$ cat src/rtl/vga_frame_timer.sv
// Raster timing generator: pixel/line counters, pipelined sync/enable decode,
// frame-boundary mode latch and a free-running frame counter.
module vga_frame_timer #(
  parameter int unsigned H_ACTIVE   = 640,
  parameter int unsigned H_FP       = 16,
  parameter int unsigned H_SYNC     = 96,
  parameter int unsigned H_BP       = 48,
  parameter int unsigned V_ACTIVE   = 480,
  parameter int unsigned V_FP       = 10,
  parameter int unsigned V_SYNC     = 2,
  parameter int unsigned V_BP       = 33,
  parameter int unsigned PIPE_DELAY = 2
) (
  input  logic        clk,
  input  logic        reset,
  input  logic        pix_en,
  input  logic [2:0]  mode_req,
  output logic [9:0]  DrawX,
  output logic [9:0]  DrawY,
  output logic        hsync,
  output logic        vsync,
  output logic        vde,
  output logic        frame_start,
  output logic        start_state,
  output logic        game_state,
  output logic        wait_state,
  output logic [15:0] frame_count
);

  localparam int unsigned H_TOTAL = H_ACTIVE + H_FP + H_SYNC + H_BP;
  localparam int unsigned V_TOTAL = V_ACTIVE + V_FP + V_SYNC + V_BP;

  localparam logic [9:0] X_LAST   = 10'(H_TOTAL - 1);
  localparam logic [9:0] Y_LAST   = 10'(V_TOTAL - 1);
  localparam logic [9:0] X_VIS    = 10'(H_ACTIVE);
  localparam logic [9:0] Y_VIS    = 10'(V_ACTIVE);
  localparam logic [9:0] HS_FIRST = 10'(H_ACTIVE + H_FP);
  localparam logic [9:0] HS_LAST  = 10'(H_ACTIVE + H_FP + H_SYNC - 1);
  localparam logic [9:0] VS_FIRST = 10'(V_ACTIVE + V_FP);
  localparam logic [9:0] VS_LAST  = 10'(V_ACTIVE + V_FP + V_SYNC - 1);

  localparam logic [2:0] MODE_START = 3'b001;

  logic [9:0]  x_q, x_d;
  logic [9:0]  y_q, y_d;
  logic        fs_q, fs_d;
  logic [15:0] fc_q, fc_d;
  logic [2:0]  mode_q, mode_d;
  logic        line_end, frame_end, mode_req_valid;
  logic        hs_n, vs_n, de;

  logic [PIPE_DELAY-1:0] hs_pipe_q, hs_pipe_d;
  logic [PIPE_DELAY-1:0] vs_pipe_q, vs_pipe_d;
  logic [PIPE_DELAY-1:0] de_pipe_q, de_pipe_d;

  assign mode_req_valid = (mode_req == 3'b001) || (mode_req == 3'b010) ||
                          (mode_req == 3'b100);

  always_comb begin
    // NOTE: every signal driven here gets a default first, so no path can infer a latch.
    x_d       = x_q;
    y_d       = y_q;
    fc_d      = fc_q;
    mode_d    = mode_q;
    line_end  = (x_q == X_LAST);
    frame_end = pix_en && line_end && (y_q == Y_LAST);
    if (pix_en) begin
      if (line_end) begin
        x_d = '0;
        y_d = (y_q == Y_LAST) ? '0 : y_q + 10'd1;
      end else begin
        x_d = x_q + 10'd1;
      end
    end
    // The wrap cycle decides the next frame's mode; a malformed request keeps the old one.
    fs_d = frame_end;
    if (frame_end) begin
      fc_d = fc_q + 16'd1;
      if (mode_req_valid) mode_d = mode_req;
    end
  end

  assign hs_n = !((x_q >= HS_FIRST) && (x_q <= HS_LAST));
  assign vs_n = !((y_q >= VS_FIRST) && (y_q <= VS_LAST));
  assign de   = (x_q < X_VIS) && (y_q < Y_VIS);

  if (PIPE_DELAY == 1) begin : g_pipe_single
    assign hs_pipe_d = hs_n;
    assign vs_pipe_d = vs_n;
    assign de_pipe_d = de;
  end else begin : g_pipe_multi
    assign hs_pipe_d = {hs_pipe_q[PIPE_DELAY-2:0], hs_n};
    assign vs_pipe_d = {vs_pipe_q[PIPE_DELAY-2:0], vs_n};
    assign de_pipe_d = {de_pipe_q[PIPE_DELAY-2:0], de};
  end

  always_ff @(posedge clk) begin
    // NOTE: state registers use non-blocking assignments so all of them sample pre-edge values.
    if (reset) begin
      x_q       <= '0;
      y_q       <= '0;
      fs_q      <= 1'b0;
      fc_q      <= '0;
      mode_q    <= MODE_START;
      // NOTE: the delay line is reset to idle levels so no stale sync pulse leaks out after reset.
      hs_pipe_q <= '1;
      vs_pipe_q <= '1;
      de_pipe_q <= '0;
    end else begin
      x_q       <= x_d;
      y_q       <= y_d;
      fs_q      <= fs_d;
      fc_q      <= fc_d;
      mode_q    <= mode_d;
      hs_pipe_q <= hs_pipe_d;
      vs_pipe_q <= vs_pipe_d;
      de_pipe_q <= de_pipe_d;
    end
  end

  assign DrawX       = x_q;
  assign DrawY       = y_q;
  assign hsync       = hs_pipe_q[PIPE_DELAY-1];
  assign vsync       = vs_pipe_q[PIPE_DELAY-1];
  assign vde         = de_pipe_q[PIPE_DELAY-1];
  assign frame_start = fs_q;
  assign frame_count = fc_q;
  assign start_state = mode_q[0];
  assign game_state  = mode_q[1];
  assign wait_state  = mode_q[2];

endmodule

$ cat config.mk
export PLATFORM = sky130hd
export DESIGN_NAME = vga_frame_timer
export DESIGN_NICKNAME = d
export VERILOG_FILES = /design/src/rtl/vga_frame_timer.sv
export SDC_FILE = /design/constraint.sdc
export NUM_CORES = 1
export LEC_CHECK = 0
export ABC_AREA = 1
export CAP_MARGIN = 40
export CORE_ASPECT_RATIO = 1.75
export CORE_MARGIN = 2
export CORE_UTILIZATION = 51
export DETAILED_ROUTE_END_ITERATION = 12
export HOLD_SLACK_MARGIN = 0.15
export PLACE_DENSITY = 0.8
export SETUP_SLACK_MARGIN = 0.02
export SLEW_MARGIN = 25
export SYNTH_ARGS = -nofsm -noshare
export SYNTH_HDL_FRONTEND = slang
export SYNTH_SLANG_ARGS = --single-unit
export TNS_END_PERCENT = 20
$ cat constraint.sdc
create_clock -name clk -period 1.89 [get_ports clk]
set_clock_uncertainty 0.2 [all_clocks]
set_input_delay 0.189 -clock clk [delete_from_list [all_inputs] [get_ports clk]]
set_output_delay 0.189 -clock clk [all_outputs]
set_load 0.1 [all_outputs]
==> results of run 1 <==
## sequential cells by signal, indices dropped and copies added (netlist names)
signal / cells
frame_count: 16
DrawX: 10
DrawY: 10
mode_q: 3
de_pipe_q: 2
hs_pipe_q: 2
vs_pipe_q: 2
frame_start: 1
## final timing paths
path	from	end	slack, ps	depth (start not counted)
setup / recovery	DrawX[0]	frame_count[1]	110	11
hold / removal	vs_pipe_q[0]	vs_pipe_q[1]	210	1
setup reg to reg	DrawX[0]	frame_count[1]	110	11
hold reg to reg	vs_pipe_q[0]	vs_pipe_q[1]	210	1
## metal layers
layer  global-route usage  vias to the layer above
li1                     -                     1308
met5                    0                        -
met1                0.256                     1212
met3               0.0475                       33
met4                0.171                        0
met2                0.498                      100
## cells in the final DEF (no fill, tap or decap), types with 3 or more instances in the layout
cell	n
sky130_fd_sc_hd__dfxtp_2	26
sky130_fd_sc_hd__ha_1	5
sky130_fd_sc_hd__a21oi_1	14
sky130_fd_sc_hd__xor2_1	5
sky130_fd_sc_hd__clkdlybuf4s50_1	5
sky130_fd_sc_hd__o21ai_0	7
sky130_fd_sc_hd__dfxtp_1	13
sky130_fd_sc_hd__nand2_2	4
sky130_fd_sc_hd__nand2_1	97
sky130_fd_sc_hd__nor2_2	4
sky130_fd_sc_hd__nand4_1	5
sky130_fd_sc_hd__buf_12	36
sky130_fd_sc_hd__buf_4	24
sky130_fd_sc_hd__inv_1	46
sky130_fd_sc_hd__inv_2	6
sky130_fd_sc_hd__clkbuf_8	5
sky130_fd_sc_hd__o21ai_1	3
sky130_fd_sc_hd__dfxtp_4	7
sky130_fd_sc_hd__nand3_1	27
sky130_fd_sc_hd__nor3b_1	4
sky130_fd_sc_hd__nor3_1	9
sky130_fd_sc_hd__nor2_1	71
## area by class of cell
| class | count | area share |
|---|---|---|
| flip-flops and latches | 46 | 0.269 |
| repair buffers | 65 | 0.262 |
| clock buffers | 5 | 0.0189 |
| inverters | 52 | 0.0537 |
| well taps | 52 | 0.0179 |
| multi-input cells | 274 | 0.366 |
| clock inverters | 3 | 0.0124 |
## timing repair
item	in CTS	in global routing
gates resized for setup	0	5
endpoints found under the hold margin	0	0
endpoints found under the setup margin	0	15
## power by group
part,internal (mW),switching [mW],total [mW]
logic,0.0485,0.0857,0.134
registers,0.967,0.00379,0.970
clock network,0.393,0.347,0.740
## cells by family (layout without fill, tap and decap cells)
kind of cell | after synthesis | in the layout
simple gates | 231 | 231
buf+inv | 56 | 125
flops | 46 | 46
compound gates | 30 | 30
xor+xnor | 7 | 7
fa+ha+maj | 6 | 6
==> impl_metrics.csv, run 1 <==
group,metric,value,unit
run_status,status,"complete, no violations",
synthesis,synth.net_count,388,
synthesis,ys_top_cells_by_area,"sky130_fd_sc_hd__dfxtp_1, sky130_fd_sc_hd__nand2_1, sky130_fd_sc_hd__nor2_1, sky130_fd_sc_hd__inv_1, sky130_fd_sc_hd__nand3_1",
place,dpl_cell_area,3500,um2
worst_setup_path,worst-path-buf-inv,3,
synthesis,largest_area_contributor_in_the_netlist,"sky130_fd_sc_hd__dfxtp_1",
grt,grt_pass1_wl,11100,um
pwr,power-per-cell-area,507,nW/um2
worst_setup_path,critPathTopFamily,"simple AND/OR/NAND/NOR gates",
worst_setup_path,worstPathRequired,1940,ps
place,port_buffer_count,48,
grt,number_of_antenna_violations_at_the_first_check_in_global_routing,0,
detailed_routing,routed_wire_length_per_instance,13.7,um
detailed_routing,routed_wire_length,6820,um
worst_setup_path,crit_slowest_cell,"sky130_fd_sc_hd__dfxtp_4",
clock_tree,cts_hold_buffers,0,
pwr,power.ir.vdd_worst,0.000542,V
cells_and_area,final-seq-area,980,um2
grt,grt_overflow_total,0,
clock_tree,ctsHtreeMaxLevel,2,
clock_tree,clk_root_buffer_cell,"sky130_fd_sc_hd__clkbuf_8",
sta,rsz0062_at_grt,"yes",
cells_and_area,area_added_between_synthesis_and_finish,48.8,%
sta,hold_viol_final,0,
place,dp_slack,-84.8,ps
floorplan,die_width,56.3,um
floorplan,fp.coreArea,4670,um2
pwr,power.leakage,1.52,nW
synthesis,synthArstFlopShare,0,
sta,setup-tns-final,0,ps
synthesis,yosys.cell_count.top_type,"sky130_fd_sc_hd__nand2_1",
detailed_routing,met1_length,2410,um
synthesis,postSynthRegisterBits,46,
grt,grt_util_all_layers,0.263,
synthesis,ys_warn_count,0,
cells_and_area,count_of_placed_standard_cells_in_the_final_layout_fillers_left_out,497,
cells_and_area,multi_input_logic_area,1330,um2
grt,largest_net_degree_at_the_start_of_global_routing,19,
synthesis,largest_family_of_logic_cells_by_synthesized_area,"simple AND/OR/NAND/NOR gates",
detailed_routing,via_per_inst,5.34,
clock_tree,clock_latency_on_the_worst_skew_pair,300,ps
synthesis,fraction_of_the_mapped_netlist_area_in_compound_gates,0.0681,
cells_and_area,final_net_count,456,
cells_and_area,drive_above_1_share,0.281,
worst_setup_path,critical_path.most_common_cell,"sky130_fd_sc_hd__nand2_1",
floorplan,die-area,5380,um2
floorplan,placement_rows,33,
synthesis,synth-adder-area-share,0.0307,
clock_tree,cts_setup_buffers,0,
worst_setup_path,crit_path_max_fanout,4,
worst_setup_path,timing.critical_path.from_type,"register",
synthesis,synth_commonest_cells,"sky130_fd_sc_hd__nand2_1, sky130_fd_sc_hd__nor2_1, sky130_fd_sc_hd__dfxtp_1, sky130_fd_sc_hd__inv_1, sky130_fd_sc_hd__nand3_1",
pwr,finalPower,1.84,mW
place,detailedPlacementHpwl,5270,um
sta,postLayoutSetupSlackWorst,105,ps
synthesis,avg_synthesized_cell_area,6.50,um2
worst_setup_path,crit_path_cells,"ha_2 > buf_4 > nand2_1 > nor2_2 > buf_4 > nand3_1 > nor2_1 > nand2_1 > inv_1 > nand2_1 > nand2_1",
clock_tree,ctsLongestPathBuffers,2,
detailed_routing,dr_wl_met2,3770,um
sta,layout_worst_path_cycle_share,0.944,
clock_tree,clk_transition_reported_paths,90,ps
sta,slew_headroom,0.759,
synthesis,post_synth_num_cell_types,29,
cells_and_area,fill_cells,335,
synthesis,syn-cell-area,2440,um2
cells_and_area,finalCoreUtilization,0.779,
synthesis,synth-seq-area-share,0.377,
sta,tightest_slew,359,ps
detailed_routing,dr_wl_met3,317,um
worst_setup_path,critical_path_start_end_classification,"register to register",
detailed_routing,drtAntennaViolNets,0,
cells_and_area,antenna-diode-count,0,
detailed_routing,drc_violations_left,0,
clock_tree,cts-buffers-inserted,5,
clock_tree,clock-sinks,46,
detailed_routing,dr.max_layer_used,"met4",
place,placedCellCount,489,
sta,shortest_clock_period_the_worst_path_allows_after_layout,1780,ps
cells_and_area,final_design_area_no_fill,3640,um2
worst_setup_path,critical_path_s_largest_stage_delay,360,ps
run,max-cap-violations,0,
synthesis,share_of_the_synthesized_area_in_the_top_cell_type,0.377,
grt,number_of_global_route_vias_before_repair,2550,
hold_path,hold_path_class,"register to register",
sta,max_freq,560,MHz
synthesis,synth_simple_gate_area_frac,0.412,
sta,number_of_endpoints_failing_setup_at_the_final_stage,0,
floorplan,num_io_pins,49,
synthesis,synth_edf_count,0,
synthesis,post_synth_mux_area_share,0,
worst_setup_path,cp-end-kind,"register",
floorplan,initial_util,0.524,
synthesis,synthFlopType,"sky130_fd_sc_hd__dfxtp_1",
worst_setup_path,crit_arrival,1840,ps
detailed_routing,drt_iter0_drc,102,
detailed_routing,vias_after_detailed_routing,2653,
clock_tree,tritoncts,"yes",
synthesis,synthXorXnorAreaFrac,0.0251,
synthesis,postSynthCellCount,376,
floorplan,die_y,95.6,um
place,routabilityCongestion,0.906,
sta,finalHoldWorstSlack,208,ps
detailed_routing,firstDrtPassIters,4,
sta,maxSlewViolCount,0,
No activity file was read; power rests on OpenSTA's default activity.
==> run 2: changes to the inputs <==
- CTS_CLUSTER_SIZE: unset -> 20
==> results of run 2 <==
The final DEF is identical to that of run 1; final timing and power are the same.
==> run 3: changes to the inputs <==
- ABC_CLOCK_PERIOD_IN_PS: unset -> 1890
- CAP_MARGIN: 40 -> unset
==> results of run 3 <==
The final DEF is identical to that of run 1; final timing and power are the same.
